$ cat src/rtl/dilithium_pkg.sv
// dilithium_pkg: shared Dilithium constants and the power2round job FSM encoding.
package dilithium_pkg;

    localparam int N = 256;
    localparam int Q = 8380417;
    localparam int D = 13;
    localparam int P2R_BIAS = (1 << (D - 1)) - 1;

    typedef enum logic [1:0] {IDLE, RUN, DRAIN, DONE} state_t;

endpackage

$ cat src/rtl/power2round.sv
// power2round: combinational split of one coefficient into high (a1) and low (a0) parts.
module power2round
    import dilithium_pkg::*;
(
    input  logic signed [31:0] a_i,
    output logic signed [31:0] a1_o,
    output logic signed [31:0] a0_o
);

    assign a1_o = (a_i + P2R_BIAS) >>> D;
    assign a0_o = a_i - (a1_o <<< D);

endmodule

$ cat src/rtl/polyvec_power2round_seq.sv
// polyvec_power2round_seq: streams K*256 coefficients from a source RAM through power2round
// in a read / capture+compute / output pipeline with wr_ready backpressure.
module polyvec_power2round_seq
    import dilithium_pkg::*;
#(
    parameter int K      = 4,
    parameter int ADDR_W = 10
) (
    input  logic                clk,
    input  logic                rst_n,
    input  logic                start,
    output logic                busy,
    output logic                done,
    output logic                rd_en,
    output logic [ADDR_W-1:0]   rd_addr,
    input  logic signed [31:0]  rd_data,
    output logic                wr_en,
    output logic [ADDR_W-1:0]   wr_addr,
    output logic signed [31:0]  t0_data,
    output logic signed [31:0]  t1_data,
    input  logic                wr_ready
);

    localparam logic [ADDR_W-1:0] LAST = ADDR_W'(K * N - 1);

    state_t             state_q, state_d;
    logic [ADDR_W-1:0]  rd_cnt_q, wr_cnt_q;
    logic               cap_v_q, cap_hold_q, out_v_q;
    logic signed [31:0] cap_data_q, cap_val, a1, a0, t0_q, t1_q;
    logic               launch, out_free, wr_fire;

    assign launch   = (state_q == IDLE) && start;
    assign out_free = !out_v_q || wr_ready;
    assign wr_fire  = out_v_q && wr_ready;
    // RAM data is only valid the cycle after a read, so a stalled capture keeps its own copy.
    assign cap_val  = cap_hold_q ? cap_data_q : rd_data;

    assign rd_addr = rd_cnt_q;
    assign wr_en   = out_v_q;
    assign wr_addr = wr_cnt_q;
    assign t0_data = t0_q;
    assign t1_data = t1_q;

    power2round u_p2r (
        .a_i  (cap_val),
        .a1_o (a1),
        .a0_o (a0)
    );

    always_ff @(posedge clk or negedge rst_n) begin
        if (!rst_n) state_q <= IDLE;
        else        state_q <= state_d;
    end

    always_comb begin
        state_d = state_q;
        case (state_q)
            IDLE:    state_d = start ? RUN : IDLE;
            RUN:     state_d = (rd_en && rd_cnt_q == LAST) ? DRAIN : RUN;
            DRAIN:   state_d = (wr_fire && wr_cnt_q == LAST) ? DONE : DRAIN;
            DONE:    state_d = IDLE;
            default: state_d = IDLE;
        endcase
    end

    // A read may only issue if the capture slot will be empty when its data lands.
    always_comb begin
        busy  = (state_q == RUN) || (state_q == DRAIN);
        done  = (state_q == DONE);
        rd_en = (state_q == RUN) && (!cap_v_q || out_free);
    end

    always_ff @(posedge clk or negedge rst_n) begin
        if (!rst_n) begin
            rd_cnt_q   <= '0;
            wr_cnt_q   <= '0;
            cap_v_q    <= 1'b0;
            cap_hold_q <= 1'b0;
            cap_data_q <= '0;
            out_v_q    <= 1'b0;
            t0_q       <= '0;
            t1_q       <= '0;
        end else begin
            if (launch) begin
                rd_cnt_q <= '0;
                wr_cnt_q <= '0;
            end else begin
                if (rd_en)   rd_cnt_q <= rd_cnt_q + 1'b1;
                if (wr_fire) wr_cnt_q <= wr_cnt_q + 1'b1;
            end
            cap_v_q    <= rd_en || (cap_v_q && !out_free);
            cap_hold_q <= cap_v_q && !out_free;
            cap_data_q <= cap_val;
            if (out_free) begin
                out_v_q <= cap_v_q;
                if (cap_v_q) begin
                    t0_q <= a0;
                    t1_q <= a1;
                end
            end
        end
    end

endmodule

$ cat config.mk
export PLATFORM = sky130hd
export DESIGN_NAME = polyvec_power2round_seq
export DESIGN_NICKNAME = d
export VERILOG_FILES = /design/src/rtl/dilithium_pkg.sv /design/src/rtl/power2round.sv /design/src/rtl/polyvec_power2round_seq.sv
export SDC_FILE = /design/constraint.sdc
export NUM_CORES = 1
export LEC_CHECK = 0
export BUFFER_PORTS_ARGS = -buffer_cell sky130_fd_sc_hd__buf_4
export CORE_ASPECT_RATIO = 0.9
export CORE_UTILIZATION = 39
export DETAILED_ROUTE_END_ITERATION = 7
export PLACE_DENSITY = 0.58
export SLEW_MARGIN = 20
export SYNTH_ARGS = -nofsm -noshare
export SYNTH_HDL_FRONTEND = slang
export SYNTH_SLANG_ARGS = --single-unit
$ cat constraint.sdc
create_clock -name clk -period 9.4 [get_ports clk]
set_input_delay 0 -clock clk [delete_from_list [all_inputs] [get_ports clk]]
set_output_delay 0 -clock clk [all_outputs]
set_load 0.05 [all_outputs]
* Yosys cells after proc, flatten, opt, wreduce, memory -nomap -nowiden
Cells that the tools add are included.
** Word-level totals
- Register bits after elaboration :: 108
- Bits of input ports :: 36
** Operators by class
- Add/sub/neg operators :: 4
- Multiplexer cells :: 9
- Reduce and logical (&&, ||, !) cells :: 17
- Eq/ne operators :: 5
** Operator list (count)
- two-way mux 10 bit :: 4
- adder 32 x 13 -> 32 bit, second input constant :: 1
- two-way mux 32 bit :: 1
- subtractor 32 bit :: 1
- adder 10 x 1 -> 10 bit, second input constant :: 2
- equality test 10 bit, second input constant :: 2
- case mux 2 bit (4 select lines) :: 1
- logical AND 1 bit :: 6
- equality test 2 bit, second input constant :: 2
- logical OR 1 bit :: 4
- nonzero test 2 bit :: 2
- zero test 1 bit :: 3
- equality test 2 x 1 -> 1 bit, second input constant :: 1
- zero test 2 bit :: 1
- two-way mux 1 bit :: 2
- two-way mux 2 bit :: 1
- AND reduction 2 bit :: 1

* Depth between registers and ports, before layout
- Depth after elaboration :: 7
- Depth in mapped cells :: 16
- Gate-level depth less buffers :: 15

* Modules after synthesis
Synthesis repeated with hierarchy kept, for this count alone.
** Unflattened totals
- Cell total of the unflattened synthesis :: 552
- Area, all modules :: 6398.6 um2
** Modules (own cells, without submodules)
- polyvec_power2round_seq :: cells each 332, times used 1, sequential area each 3027.9 um2, area an instance 4805.9 um2
- power2round :: cells each 220, times used 1, sequential area each 0.0 um2, area an instance 1592.8 um2

* Worst setup path after synthesis
Ideal clock, no wire load.
- Path kind :: reg2reg
- From :: reg cap_hold_q
- To :: reg t0_q[28], in the netlist t0_data[28]
- Slack :: 5.714 ns
- Arrival :: 3.545 ns
- Stages on the path, launching flop included :: 15
- Period minus slack after synthesis :: 3.686 ns
- Data required time :: 9.259 ns
- Cells stage by stage :: dfrtp_1 > buf_2 > buf_2 > buf_1 > buf_1 > mux2i_1 > nor2_1 > ha_1 > o31a_1 > and3_1 > nor4_1 > o21ai_1 > a211oi_1 > o31a_1 > a211oi_1
** Between the ends
- Longest elaborated chain between the ends :: 3
** Ends and longest elaborated chain
- from (decl) :: RTL line polyvec_power2round_seq.sv:28 : logic cap_v_q, cap_hold_q, out_v_q;
- from (signal assigned) :: RTL line polyvec_power2round_seq.sv:92 : cap_hold_q <= cap_v_q && !out_free;
- two-way mux 32 bit * :: RTL line polyvec_power2round_seq.sv:36 : assign cap_val = cap_hold_q ? cap_data_q : rd_data;
- adder 32 x 13 -> 32 bit :: RTL line power2round.sv:10 : assign a1_o = (a_i + P2R_BIAS) >>> D;
- subtractor 32 bit * :: RTL line power2round.sv:11 : assign a0_o = a_i - (a1_o <<< D);
- to (signal assigned) :: RTL line polyvec_power2round_seq.sv:81 : t0_q <= '0;
- to (signal assigned) :: RTL line polyvec_power2round_seq.sv:97 : t0_q <= a0;
- to (decl) :: RTL line polyvec_power2round_seq.sv:29 : logic signed [31:0] cap_data_q, cap_val, a1, a0, t0_q, t1_q;
Mark *: on every way between the ends. The rest lies on a longest branch, timed or not.
A chain may end at the register's enable or synchronous reset.

* Final worst setup path
- From :: reg cap_hold_q
- To :: reg t0_q[28], in the netlist t0_data[28]
** Between the ends
- Longest elaborated chain between the ends :: 3
** Ends and longest elaborated chain (RTL line)
- two-way mux 32 bit :: polyvec_power2round_seq.sv:36
- adder 32 x 13 -> 32 bit :: power2round.sv:10
- net a1[6] :: polyvec_power2round_seq.sv:29
- subtractor 32 bit :: power2round.sv:11
The timed path passes the listed nets, and every way through them passes these cells.

==> flow_summary.json <==
{
  "worst_setup_path_end_kind": "flop",
  "p_leak_uw": 0.00370,
  "grt_antenna_before_repair": 0,
  "use_met1": 0.266,
  "rrSetupSlack_ns": 4.60,
  "cp_data_required_time_ns": 9.66,
  "routed_via_density": 5.09,
  "grt_pass1_wl_mm": 22.8,
  "coreArea_um2": 14300,
  "grt-busiest-layer": "met2",
  "drt_iter0_drc": 309,
  "min_to": "cap_data_q[18]$_DFF_PN0_",
  "drtAntennaViolNets": 0,
  "initial_utilization": 0.407,
  "cts_setup_buffers": 0,
  "drc": 0,
  "wl_per_cell_um": 15.1,
  "finalMaxSlewViolations": 0,
  "crit_fanout": 31,
  "hold_path_class": "input port to flop",
  "overflow": 0,
  "grt_pass1_vias": 4533,
  "cts_sinks": 108,
  "cts_tree": "built",
  "max-vdd-ir-drop_mv": 0.136,
  "clkTransAtPathRegs_ns": 0.07,
  "synth_nets": 655,
  "min-delay-start": "rd_data[18]",
  "start_kind": "flop",
  "synthCells": 595,
  "dpl_cell_area_um2": 6830,
  "cts_made_buffers": 9,
  "grtUsageMet2": 0.291,
  "fp.dieW_um": 131,
  "hold_viol_final": 0,
  "synth_top_area_share": 0.465,
  "setup_viol": 0,
  "numPortBuffers": 123,
  "worstSetupPathType": "flop to flop",
  "fmax_ghz": 0.208,
  "finalNonFillerCells": 926,
  "layout-drive-gt1-share": 0.251,
  "timing.final.crit_period_ns": 4.80,
  "die_h_um": 118,
  "cts_max_path_buffers": 2,
  "dp.cells": 882,
  "reg2reg_from": "cap_hold_q$_DFF_PN0_",
  "syn_to_final_growth_pct": 28.1,
  "whs_path_depth": 3,
  "h-tree-depth": 3,
  "dr_total_vias": 4713,
  "fin_setup_tns_ns": 0,
  "wirelength_mm": 14.0,
  "drt_first_pass_iters": 4,
  "clock_skew_ns": 0.00796,
  "synth_top_cell_by_area": "dfrtp_1",
  "cts-resized-gates": 0,
  "fin_util": 0.521,
  "clk-insertion-delay-late_ns": 0.36,
  "reg2reg_to": "t0_data[28]$_DFFE_PN0P_",
  "min_period_over_period": 0.511,
  "ys.warnings.count": 0,
  "cp.arrival_ns": 5.07,
  "finalPower_uw": 991,
  "num_rows": 41,
  "synth_area_per_cell_um2": 9.76,
  "synthesis.area_um2": 5810,
  "status": "complete, no violations",
  "rsz0062_at_grt": "false",
  "design_area_um2": 7440,
  "place_hpwl_mm": 10.3,
  "power_density_nw_per_um2": 133,
  "synth_seq_area_share": 0.465,
  "use_met3": 0.0450,
  "async_flop_share": 1.00,
  "io_pins": 124,
  "diodes": 0,
  "synth-seq-cells": 108,
  "synth_edf_count": 0,
  "maxCapViolCount": 0,
  "globalplace.congestion": 0.924,
  "ys_top_cells_by_area": "dfrtp_1, mux2_2, nand2_1",
  "r2r_cells": 16,
  "track_usage": 0.190,
  "design.die.area_um2": 15400,
  "synth.distinct_cells": 60,
  "synth-main-ff-cell": "dfrtp_1",
  "grt_max_degree": 61,
  "cts_root_buf": "clkbuf_16",
  "slew_headroom": 0.309,
  "nNetsFinal": 788,
  "worstMarginPinSlew_ns": 1.03
}
-- timing repair --
action | in CTS | in global routing
hold endpoints to repair | 79 | 0
hold buffers | 28 | 0
setup endpoints to repair | 0 | 0
-- area by class of cell --
class	count	area, um2
Clock inverter	7	105
Timing Repair Buffer	154	1230
Inverter	26	97.6
Tap cell	193	241
Clock buffer	9	225
Fill cell	1358	6830
Sequential cell	108	2700
Multi-Input combinational cell	429	2840
-- cells in the final DEF, fill, tap and decap left out, drive strengths merged, types with 7 or more instances in the layout --
cell / instances
a21oi: 25
dlygate4sd3: 28
nand3: 14
and2: 7
and3: 11
mux2i: 14
ha: 24
o21ai: 31
dfrtp: 108
xor2: 24
nor3: 12
xnor2: 23
mux2: 32
clkbuf: 9
buf: 126
nand2: 93
inv: 29
nor2: 42
nand4: 8
or3: 7
-- worst max-delay path, cell delays in order (launching register included) --
cell and delay [ns]:
dfrtp_2 0.66, buf_4 0.42, or4b_1 0.49, o22ai_2 0.23, a31o_1 0.24, inv_2 0.11
nand2_1 0.11, nor2_1 0.08, ha_1 0.33, xor2_1 0.33, and2_1 0.23, inv_1 0.06
nor4_1 0.44, o21ai_1 0.20, a211oi_1 0.47, nor3_1 0.10, a211oi_1 0.20
-- routing by layer --
layer	part of all wire	routed length (um)
met1	0.48	6700
met5	0	0
met2	0.47	6550
met3	0.043	609
met4	0.011	150
-- kinds of logic (layout without fill, tap and decap cells) --
logic type / Yosys count / count (layout) / share of synthesized area
flops: 108 / 108 / 0.465
xor+xnor: 47 / 47 / 0.0709
mux: 46 / 46 / 0.0862
compound gates: 91 / 91 / 0.0991
buf+inv: 58 / 196 / 0.0465
simple gates: 221 / 221 / 0.180
fa+ha+maj: 24 / 24 / 0.0517
-- worst max-delay path by stage --
stage                     depth (start not counted)  slack (ns)                 endpoint                 start
after floorplan                                  14        5.71  t0_data[28]$_DFFE_PN0P_  cap_hold_q$_DFF_PN0_
after global placement                           16        4.87  t0_data[29]$_DFFE_PN0P_  cap_hold_q$_DFF_PN0_
after detailed placement                         16        4.70  t0_data[28]$_DFFE_PN0P_  cap_hold_q$_DFF_PN0_
after CTS                                        16        4.66  t0_data[28]$_DFFE_PN0P_  cap_hold_q$_DFF_PN0_
after global routing                             16        4.27  t0_data[28]$_DFFE_PN0P_  cap_hold_q$_DFF_PN0_
final                                            16        4.60  t0_data[28]$_DFFE_PN0P_  cap_hold_q$_DFF_PN0_
-- power by group --
part | switching (uW) | internal [uW] | leakage (uW)
clock network | 183 | 238 | 0.000159
registers | 3.26 | 471 | 0.00143
logic | 52.6 | 43.4 | 0.00211
-- stage by stage --
step / setup slack [ns] / hold slack (ns)
2_1_floorplan: 5.71 / -0.296
3_3_place_gp: 4.87 / 0.0652
3_5_place_dp: 4.70 / 0.0752
4_1_cts: 4.66 / 0.00979
5_1_grt: 4.27 / 0.0430
6_report: 4.60 / 0.0250
-- flip-flops by register name (all words and copies together), names as in the netlist, named ones only --
name        count
wr_en           1
t1_data        19
cap_data_q     32
state_q         1
t0_data        32
wr_addr        10
cap_v_q         1
cap_hold_q      1
rd_addr        10
-- cell usage after synthesis, types with 5 or more instances --
cell type,n
a211oi_1,5
nor2_1,42
nand2_1,93
o21ai_0,27
nor3_1,12
or3_1,7
xor2_1,24
a21oi_1,25
mux2i_1,14
and3_1,11
xnor2_1,23
clkbuf_1,14
buf_4,13
mux2_2,32
inv_1,23
and2_1,7
nand3_1,14
dfrtp_1,108
nand4_1,8
ha_1,24
No activity file was read; power rests on OpenSTA's default activity.
